**config.mk**
```make
export PLATFORM = sky130hd
export DESIGN_NAME = mr_wb_arb
export DESIGN_NICKNAME = d
export VERILOG_FILES = /design/src/rtl/mr_wb_arb.sv
export SDC_FILE = /design/constraint.sdc
export NUM_CORES = 1
export LEC_CHECK = 0
export BUFFER_PORTS_ARGS = -buffer_cell sky130_fd_sc_hd__buf_4
export CORE_AREA = 2 2 113 115
export DETAILED_ROUTE_END_ITERATION = 16
export DIE_AREA = 0 0 115 117
export SETUP_SLACK_MARGIN = 0.02
export SLEW_MARGIN = 15
export SYNTH_ARGS = -nofsm -noshare
export SYNTH_HDL_FRONTEND = slang
export SYNTH_SLANG_ARGS = --single-unit
export TNS_END_PERCENT = 20
```
**constraint.sdc**
```tcl
create_clock -name clk -period 2 [get_ports clk]
set_input_delay 0.1 -clock clk [delete_from_list [all_inputs] [get_ports clk]]
set_output_delay 0.1 -clock clk [all_outputs]
set_load 0.05 [all_outputs]
```
**src/rtl/mr_wb_arb.sv**
```systemverilog
// N-master to 1-slave pipelined Wishbone arbiter.
// One master owns the slave port for a whole CYC envelope; responses go back to
// that master only, and accepted-but-unanswered strobes are capped at MAX_OUTST.
module mr_wb_arb #(
    parameter int unsigned NUM_M     = 2,
    parameter int unsigned AW        = 32,
    parameter int unsigned DW        = 32,
    parameter int unsigned MAX_OUTST = 4,
    parameter int unsigned PRIO_MODE = 0
) (
    input  logic                    clk,
    input  logic                    rst,
    input  logic [NUM_M-1:0]        m_cyc_i,
    input  logic [NUM_M-1:0]        m_stb_i,
    input  logic [NUM_M-1:0]        m_we_i,
    input  logic [NUM_M*AW-1:0]     m_adr_i,
    input  logic [NUM_M*DW-1:0]     m_dat_i,
    input  logic [NUM_M*DW/8-1:0]   m_sel_i,
    output logic [DW-1:0]           m_dat_o,
    output logic [NUM_M-1:0]        m_ack_o,
    output logic [NUM_M-1:0]        m_err_o,
    output logic [NUM_M-1:0]        m_stall_o,
    output logic                    s_cyc_o,
    output logic                    s_stb_o,
    output logic                    s_we_o,
    output logic [AW-1:0]           s_adr_o,
    output logic [DW-1:0]           s_dat_o,
    output logic [DW/8-1:0]         s_sel_o,
    input  logic [DW-1:0]           s_dat_i,
    input  logic                    s_ack_i,
    input  logic                    s_err_i,
    input  logic                    s_stall_i
);

    localparam int unsigned SW = DW / 8;
    localparam int unsigned GW = (NUM_M > 1) ? $clog2(NUM_M) : 1;
    localparam int unsigned CW = $clog2(MAX_OUTST + 1);

    typedef enum logic {
        ST_IDLE = 1'b0,
        ST_BUSY = 1'b1
    } state_e;

    state_e          state_q, state_d;
    logic [GW-1:0]   gnt_q, gnt_d;
    logic [GW-1:0]   rr_ptr_q, rr_ptr_d;
    logic [CW-1:0]   cnt_q, cnt_d;

    logic [GW-1:0]   win_c;
    logic            cap_full_c;
    logic            stb_acc_c;
    logic            rsp_c;
    logic            busy_c;

    // Read data is simply broadcast; only the ACK/ERR strobes are steered.
    assign m_dat_o = s_dat_i;

    // Winner search: from rr_ptr upward with wrap (round-robin) or lowest index (fixed).
    always_comb begin
        logic found;
        found = 1'b0;
        win_c = '0;
        for (int unsigned i = 0; i < NUM_M; i++) begin
            if (!found && m_cyc_i[i] && ((PRIO_MODE != 0) || (i >= 32'(rr_ptr_q)))) begin
                found = 1'b1;
                win_c = GW'(i);
            end
        end
        for (int unsigned i = 0; i < NUM_M; i++) begin
            if (!found && m_cyc_i[i]) begin
                found = 1'b1;
                win_c = GW'(i);
            end
        end
    end

    // Next-state logic and combinational routing of the granted master.
    always_comb begin
        state_d    = state_q;
        gnt_d      = gnt_q;
        rr_ptr_d   = rr_ptr_q;
        cnt_d      = cnt_q;
        m_ack_o    = '0;
        m_err_o    = '0;
        m_stall_o  = '1;
        s_cyc_o    = 1'b0;
        s_stb_o    = 1'b0;
        s_we_o     = m_we_i[gnt_q];
        s_adr_o    = m_adr_i[32'(gnt_q) * AW +: AW];
        s_dat_o    = m_dat_i[32'(gnt_q) * DW +: DW];
        s_sel_o    = m_sel_i[32'(gnt_q) * SW +: SW];
        cap_full_c = (cnt_q == CW'(MAX_OUTST));
        busy_c     = (state_q == ST_BUSY) && m_cyc_i[gnt_q];
        stb_acc_c  = 1'b0;
        rsp_c      = 1'b0;

        case (state_q)
            ST_IDLE: begin
                if (|m_cyc_i) begin
                    gnt_d   = win_c;
                    state_d = ST_BUSY;
                end
            end
            ST_BUSY: begin
                if (busy_c) begin
                    s_cyc_o            = 1'b1;
                    s_stb_o            = m_stb_i[gnt_q] && !cap_full_c;
                    m_stall_o[gnt_q]   = s_stall_i || cap_full_c;
                    // Responses with nothing outstanding are spurious and swallowed.
                    rsp_c              = (s_ack_i || s_err_i) && (cnt_q != '0);
                    m_ack_o[gnt_q]     = s_ack_i && (cnt_q != '0);
                    m_err_o[gnt_q]     = s_err_i && (cnt_q != '0);
                    stb_acc_c          = s_stb_o && !s_stall_i;
                    if (stb_acc_c && !rsp_c) begin
                        cnt_d = cnt_q + CW'(1);
                    end else if (!stb_acc_c && rsp_c) begin
                        cnt_d = cnt_q - CW'(1);
                    end
                end else begin
                    // Master dropped CYC: release (an abort if strobes are still open).
                    state_d  = ST_IDLE;
                    cnt_d    = '0;
                    rr_ptr_d = (32'(gnt_q) == NUM_M - 1) ? '0 : gnt_q + GW'(1);
                end
            end
            default: begin
                state_d = ST_IDLE;
            end
        endcase
    end

    // State register with synchronous reset.
    always_ff @(posedge clk) begin
        if (rst) begin
            state_q  <= ST_IDLE;
            gnt_q    <= '0;
            rr_ptr_q <= '0;
            cnt_q    <= '0;
        end else begin
            state_q  <= state_d;
            gnt_q    <= gnt_d;
            rr_ptr_q <= rr_ptr_d;
            cnt_q    <= cnt_d;
        end
    end

endmodule

```
### Word level (Yosys, flattened, before mapping)

Cells that the tools add are included.

| cells by class | value |
|---|---|
| $add $sub $neg | 3 |
| multiply operators | 0 |
| divide/modulo/power cells | 0 |
| order comparisons | 3 |
| eq/ne operators | 2 |
| shift operators | 3 |
| multiplexer cells | 30 |
| bitwise logic cells | 6 |
| reductions and logical operators | 27 |

Operators by type and width:

| cell | number |
|---|---|
| $shiftx 64x7->32 | 2 |
| $mux 1 | 19 |
| $logic_and 1x1->1 | 13 |
| $mux 2 | 6 |
| $mux 3 | 3 |
| $shiftx 8x4->4 | 1 |
| $logic_not 1->1 | 7 |
| $reduce_and 2->1 | 3 |
| $and 2x2->2 | 2 |
| $add 3x1->3 const B | 1 |
| $eq 3x3->1 const B | 1 |
| $ne 3x1->1 const B | 1 |
| $reduce_bool 3->1 | 1 |
| $sub 3x1->3 const B | 1 |
| $logic_or 1x1->1 | 2 |
| $lt 1x2->1 const B | 1 |
| $not 1->1 | 2 |
| $not 2->2 | 1 |
| $or 2x2->2 | 1 |
| $pmux 1 s2 | 1 |
| $reduce_or 2->1 | 1 |
| $add 1x1->1 const B | 1 |
| $demux 1 s1 | 1 |
| $ge 1x1->1 const A | 1 |
| $ge 1x1->1 const B | 1 |

| word-level totals | value |
|---|---|
| flip-flop bits (word level) | 6 |
| bits in latches | 0 |
| memory bits (writable) | 0 |
| ROM bits | 0 |
| input port bits | 179 |
| output and inout port bits | 109 |
| logic and storage cells | 78 |
| memories kept | 0 |

### Logic depth before layout (Yosys ltp)

| logic depth | value |
|---|---|
| depth in word-level cells | 12 |
| mapped depth | 8 |
| gate-level depth less buffers | 7 |

### Worst setup path before layout

No wires, ideal clock.

| timing | value |
|---|---|
| path type | register to output |
| start | register gnt_q |
| end | output m_ack_o[0] |
| arrival | 2469 ps |
| required time | 1900 ps |
| path slack | -569 ps |
| stages on the path, launching flop included | 5 |
| path buffers | 3 |
| cell sequence | dfxtp_1 > buf_6 > buf_2 > clkbuf_1 > nor4b_1 |

| between the ends | value |
|---|---|
| word-level cells in the longest chain between the ends | 7 |
| elaborated cells on any way between the ends | 11 |
| classes of those cells | 2 x order compare; 6 x mux; 1 x bitwise; 2 x reduce/logical |

Ends and longest elaborated chain:

| item | line | text |
|---|---|---|
| start, declared | 45 | `logic [GW-1:0] gnt_q, gnt_d;` |
| start signal, assigned | 141 | `gnt_q <= gnt_d;` |
| $lt 1x2->1 (implied by the code) / $ge 1x1->1 (equally long branches) | 111 | `m_ack_o[gnt_q] = s_ack_i && (cnt_q != '0);` |
| $logic_and 1x1->1 | 111 |  |
| $mux 1 (implied by the code) | 111 |  |
| $demux 1 s1 | 111 |  |
| $and 2x2->2 (no line) | n/a |  |
| $mux 2 * | 105 | `if (busy_c) begin` |
| $mux 2 * | 97 | `case (state_q)` |
| end, declared | 20 | `output logic [NUM_M-1:0] m_ack_o,` |

Mark *: on every way between the ends. The rest lies on a longest branch, timed or not. The select of a mux whose other input is x is not followed.

### Worst setup path in the final report

| timing | value |
|---|---|
| start | register gnt_q |
| end | register cnt_q[2] |

| between the ends | value |
|---|---|
| word-level cells in the longest chain between the ends | 8 |
| elaborated cells on any way between the ends | 14 |
| classes of those cells | 1 x eq/ne; 6 x mux; 7 x reduce/logical |

Ends and longest elaborated chain:

| item | line | text |
|---|---|---|
| $mux 1 (implied by the code) (2 in a row) | 107 | `s_stb_o = m_stb_i[gnt_q] && !cap_full_c;` |
| $logic_and 1x1->1 | 107 |  |
| $logic_and 1x1->1 | 113 | `stb_acc_c = s_stb_o && !s_stall_i;` |
| $logic_not 1->1 | 116 | `end else if (!stb_acc_c && rsp_c) begin` |
| $logic_and 1x1->1 | 116 |  |
| $ne 3x1->1 (no line) | n/a |  |
| $reduce_and 2->1 (no line) | n/a |  |
| end signal, assigned | 143 | `cnt_q <= cnt_d;` |
| end, declared | 47 | `logic [CW-1:0] cnt_q, cnt_d;` |

Several ways; a longest one is shown, not always the timed one. The select of a mux whose other input is x is not followed.
A chain may end at the register's enable or synchronous reset.

==> results by group <==
Run status
  – Status: complete, no violations

Die
  – Die width: 115 um
  – Initial Util: 12.9%
  – Die Area: 13500 um2
  – Ports: 288
  – Row count: 41
  – Die span in y: 117 um
  – Core ar.: 12300 um2

Cells and area
  – Ant. Diodes: 0
  – P&R area growth vs syn: 106%
  – Fillers: 1299
  – Share of cells above drive strength 1: 83.3%
  – Non-Filler Instances: 515
  – Final net count: 546

Global routing
  – Initial antenna violation count: 0
  – Largest net degree at the start of global routing: 78
  – First-pass GRT wire length: 9.61 mm
  – Global route overflow: 0
  – All-Layer GR Usage: 9.16%
  – Vias in the first global route: 1928

Detailed routing
  – Met3 routed WL: 817 um
  – Drc violations: 0
  – Vias post-DR: 2080
  – Highest layer used for signal routing: met4
  – Total wire length: 7.61 mm
  – Initial DRC count: 77
  – DRT Pass-1 Iters: 5
  – Drt via density: 4.04
  – Wl on met1: 2.73 mm
  – Average wire per standard cell: 14.8 um
  – Met2 WL: 4.05 mm
  – DRT antenna net count: 0

Power and ir drop
  – Cell Pwr Density: 550 nW/um2
  – Worst vdd ir: 0.228 mV
  – Leak Pwr: 1.55 nW
  – Power Total: 1.80 mW

Logic synthesis
  – Flops & latches, synth: 6
  – Ys async rst share: 0%
  – YS warnings: 0
  – Synth Instances: 180
  – Area leader, netlist: mux2_2
  – Library cells used by synthesis: 36
  – Post-synth top cells: 69 x mux2_2, 32 x buf_4, 8 x clkbuf_1, 8 x nor3_1, 7 x inv_1
  – Avg Inst Size Synth: 8.84 um2
  – Count leader, synth: mux2_2
  – Ranking of synthesized cells by area: mux2_2 49%, buf_4 15%, dfxtp_1 7.5%
  – Post-synth top area share: 48.8%
  – Post-synth EDFFs: 0
  – Mapped Area: 1590 um2
  – Syn_nets: 360
  – Sequential area share after synthesis: 7.55%
  – Most used DFF post-synth: dfxtp_1

Worst setup path
  – Slowest stage delay, CP: 0.41 ns
  – Critical Path AT: 2.01 ns
  – CP Capture Type: register
  – Crit start category: register
  – Critical Path RT: 2.15 ns
  – Critical path fanouts, max: 3
  – Worst setup path category: register to register
  – Worst path cell trace: mux2i_4 -> nor2_2 -> o21a_1 -> fa_1 -> nor3_1 -> o2111ai_1 -> a41oi_1
  – CP max stage cell: fa_1

Timing
  – RSZ-0062 raised after global routing: false
  – Final Hold Fails: 0
  – F_max: 0.535 GHz
  – Max Clock Skew: 0.00285 ns
  – Slew HR: 63.8%
  – Final worst slack: 0.133 ns
  – Minimum clock period: 1.87 ns
  – Setup TNS: 0 ns
  – # setup viols final: 0
  – Final period util: 93.4%
  – Slew @ Worst Pin: 0.539 ns
  – Pins over their slew limit: 0

Clock tree
  – Register clock-pin slew on the reported worst setup and hold paths: 0.04 ns
  – Worst skew pair latency: 0.23 ns
  – Clock sinks: 6
  – Hold_buf cts: 0
  – Root Driver: clkbuf_16
  – CTS tree: yes
  – H-tree depth: 1
  – Post-CTS Resized: 0
  – Total CTS buffers: 3
  – Post-CTS setup buffer count: 0
  – Max clock buf depth: 2

Placed design
  – Cell count after placement: 511
  – Pre-CTS setup slack: 0.107 ns
  – Gp weighted congestion: 0.772
  – HPWL after DPL: 6.55 mm
  – Port bufs: 223

Worst hold path
  – HP Class: input port to register

Flow run
  – Max_cap viols: 0
## cell usage in the layout (no fill, tap or decap), drive strengths merged, types with 2 or more instances in the layout
cell	instances
buf	225
mux2	69
nor3	8
inv	7
nor2	6
dfxtp	6
o21ai	4
clkbuf	4
o21a	3
nand2	3
nand2b	2
nor4b	2
and3	2
a41oi	2
o211ai	2
a21oi	2
o2111ai	2
mux2i	2
## final cells by class
class,instances,area (um2),area share [%]
sequential,6,126,3.86
inverter,7,26.3,0.802
tap,150,188,5.73
timing repair buffer,225,1700,51.9
multi-input combinational,123,1160,35.3
clock buffer,4,78.8,2.41
## logic make-up (layout without fill, tap and decap cells)
kind of cell | Yosys count | in the layout | share of synthesized area, %
flops | 6 | 6 | 7.55
simple gates | 28 | 28 | 9.43
mux | 71 | 71 | 50.9
buf+inv | 51 | 236 | 20.3
compound gates | 23 | 23 | 10.6
fa+ha+maj | 1 | 1 | 1.26
## stage by stage
step / hold slack (ns) / utilization (%) / instance area [um2]
after floorplan: 0.169 / - / 1590
after global placement: 0.200 / 25.9 / 3190
after detailed placement: 0.200 / 25.9 / 3190
after CTS: 0.0797 / 26.5 / 3270
after global routing: 0.0872 / 26.6 / 3280
final: 0.0810 / 26.6 / 3280
## power breakdown
group / switching, mW / total [mW] / internal, mW
logic: 0.751 / 1.29 / 0.539
registers: 0.0355 / 0.178 / 0.143
clock network: 0.0690 / 0.334 / 0.265
## critical path: cells and delay by family (launching register included)
kind                       cells  cell delay [ns]
DFF                            1             0.38
muxes                          1             0.24
AOI/OAI and AO/OA              3             0.47
and+or+nand+nor                2             0.28
adders and majority gates      1             0.41
## final timing paths
| path | depth (start not counted) | slack (ns) | to | from |
|---|---|---|---|---|
| min | 2 | 0.08 | gnt_q$_SDFFE_PP0P_ | rst |
| max | 7 | 0.13 | cnt_q[2]$_SDFFE_PP0P_ | gnt_q$_SDFFE_PP0P_ |
| max reg2reg | 7 | 0.13 | cnt_q[2]$_SDFFE_PP0P_ | gnt_q$_SDFFE_PP0P_ |
| min reg2reg | 1 | 0.52 | cnt_q[0]$_SDFFE_PP0P_ | cnt_q[0]$_SDFFE_PP0P_ |
## per-layer routing
layer / track usage, % / vias up
li1: - / 1001
met1: 10.5 / 958
met2: 16.8 / 117
met3: 3.40 / 4
met4: 1.04 / 0
met5: 0 / -
## registers in the layout (all words and copies together), names as in the netlist
register  count
cnt_q         3
rr_ptr_q      1
gnt_q         1
state_q       1
(Power assumes the default switching activity.)
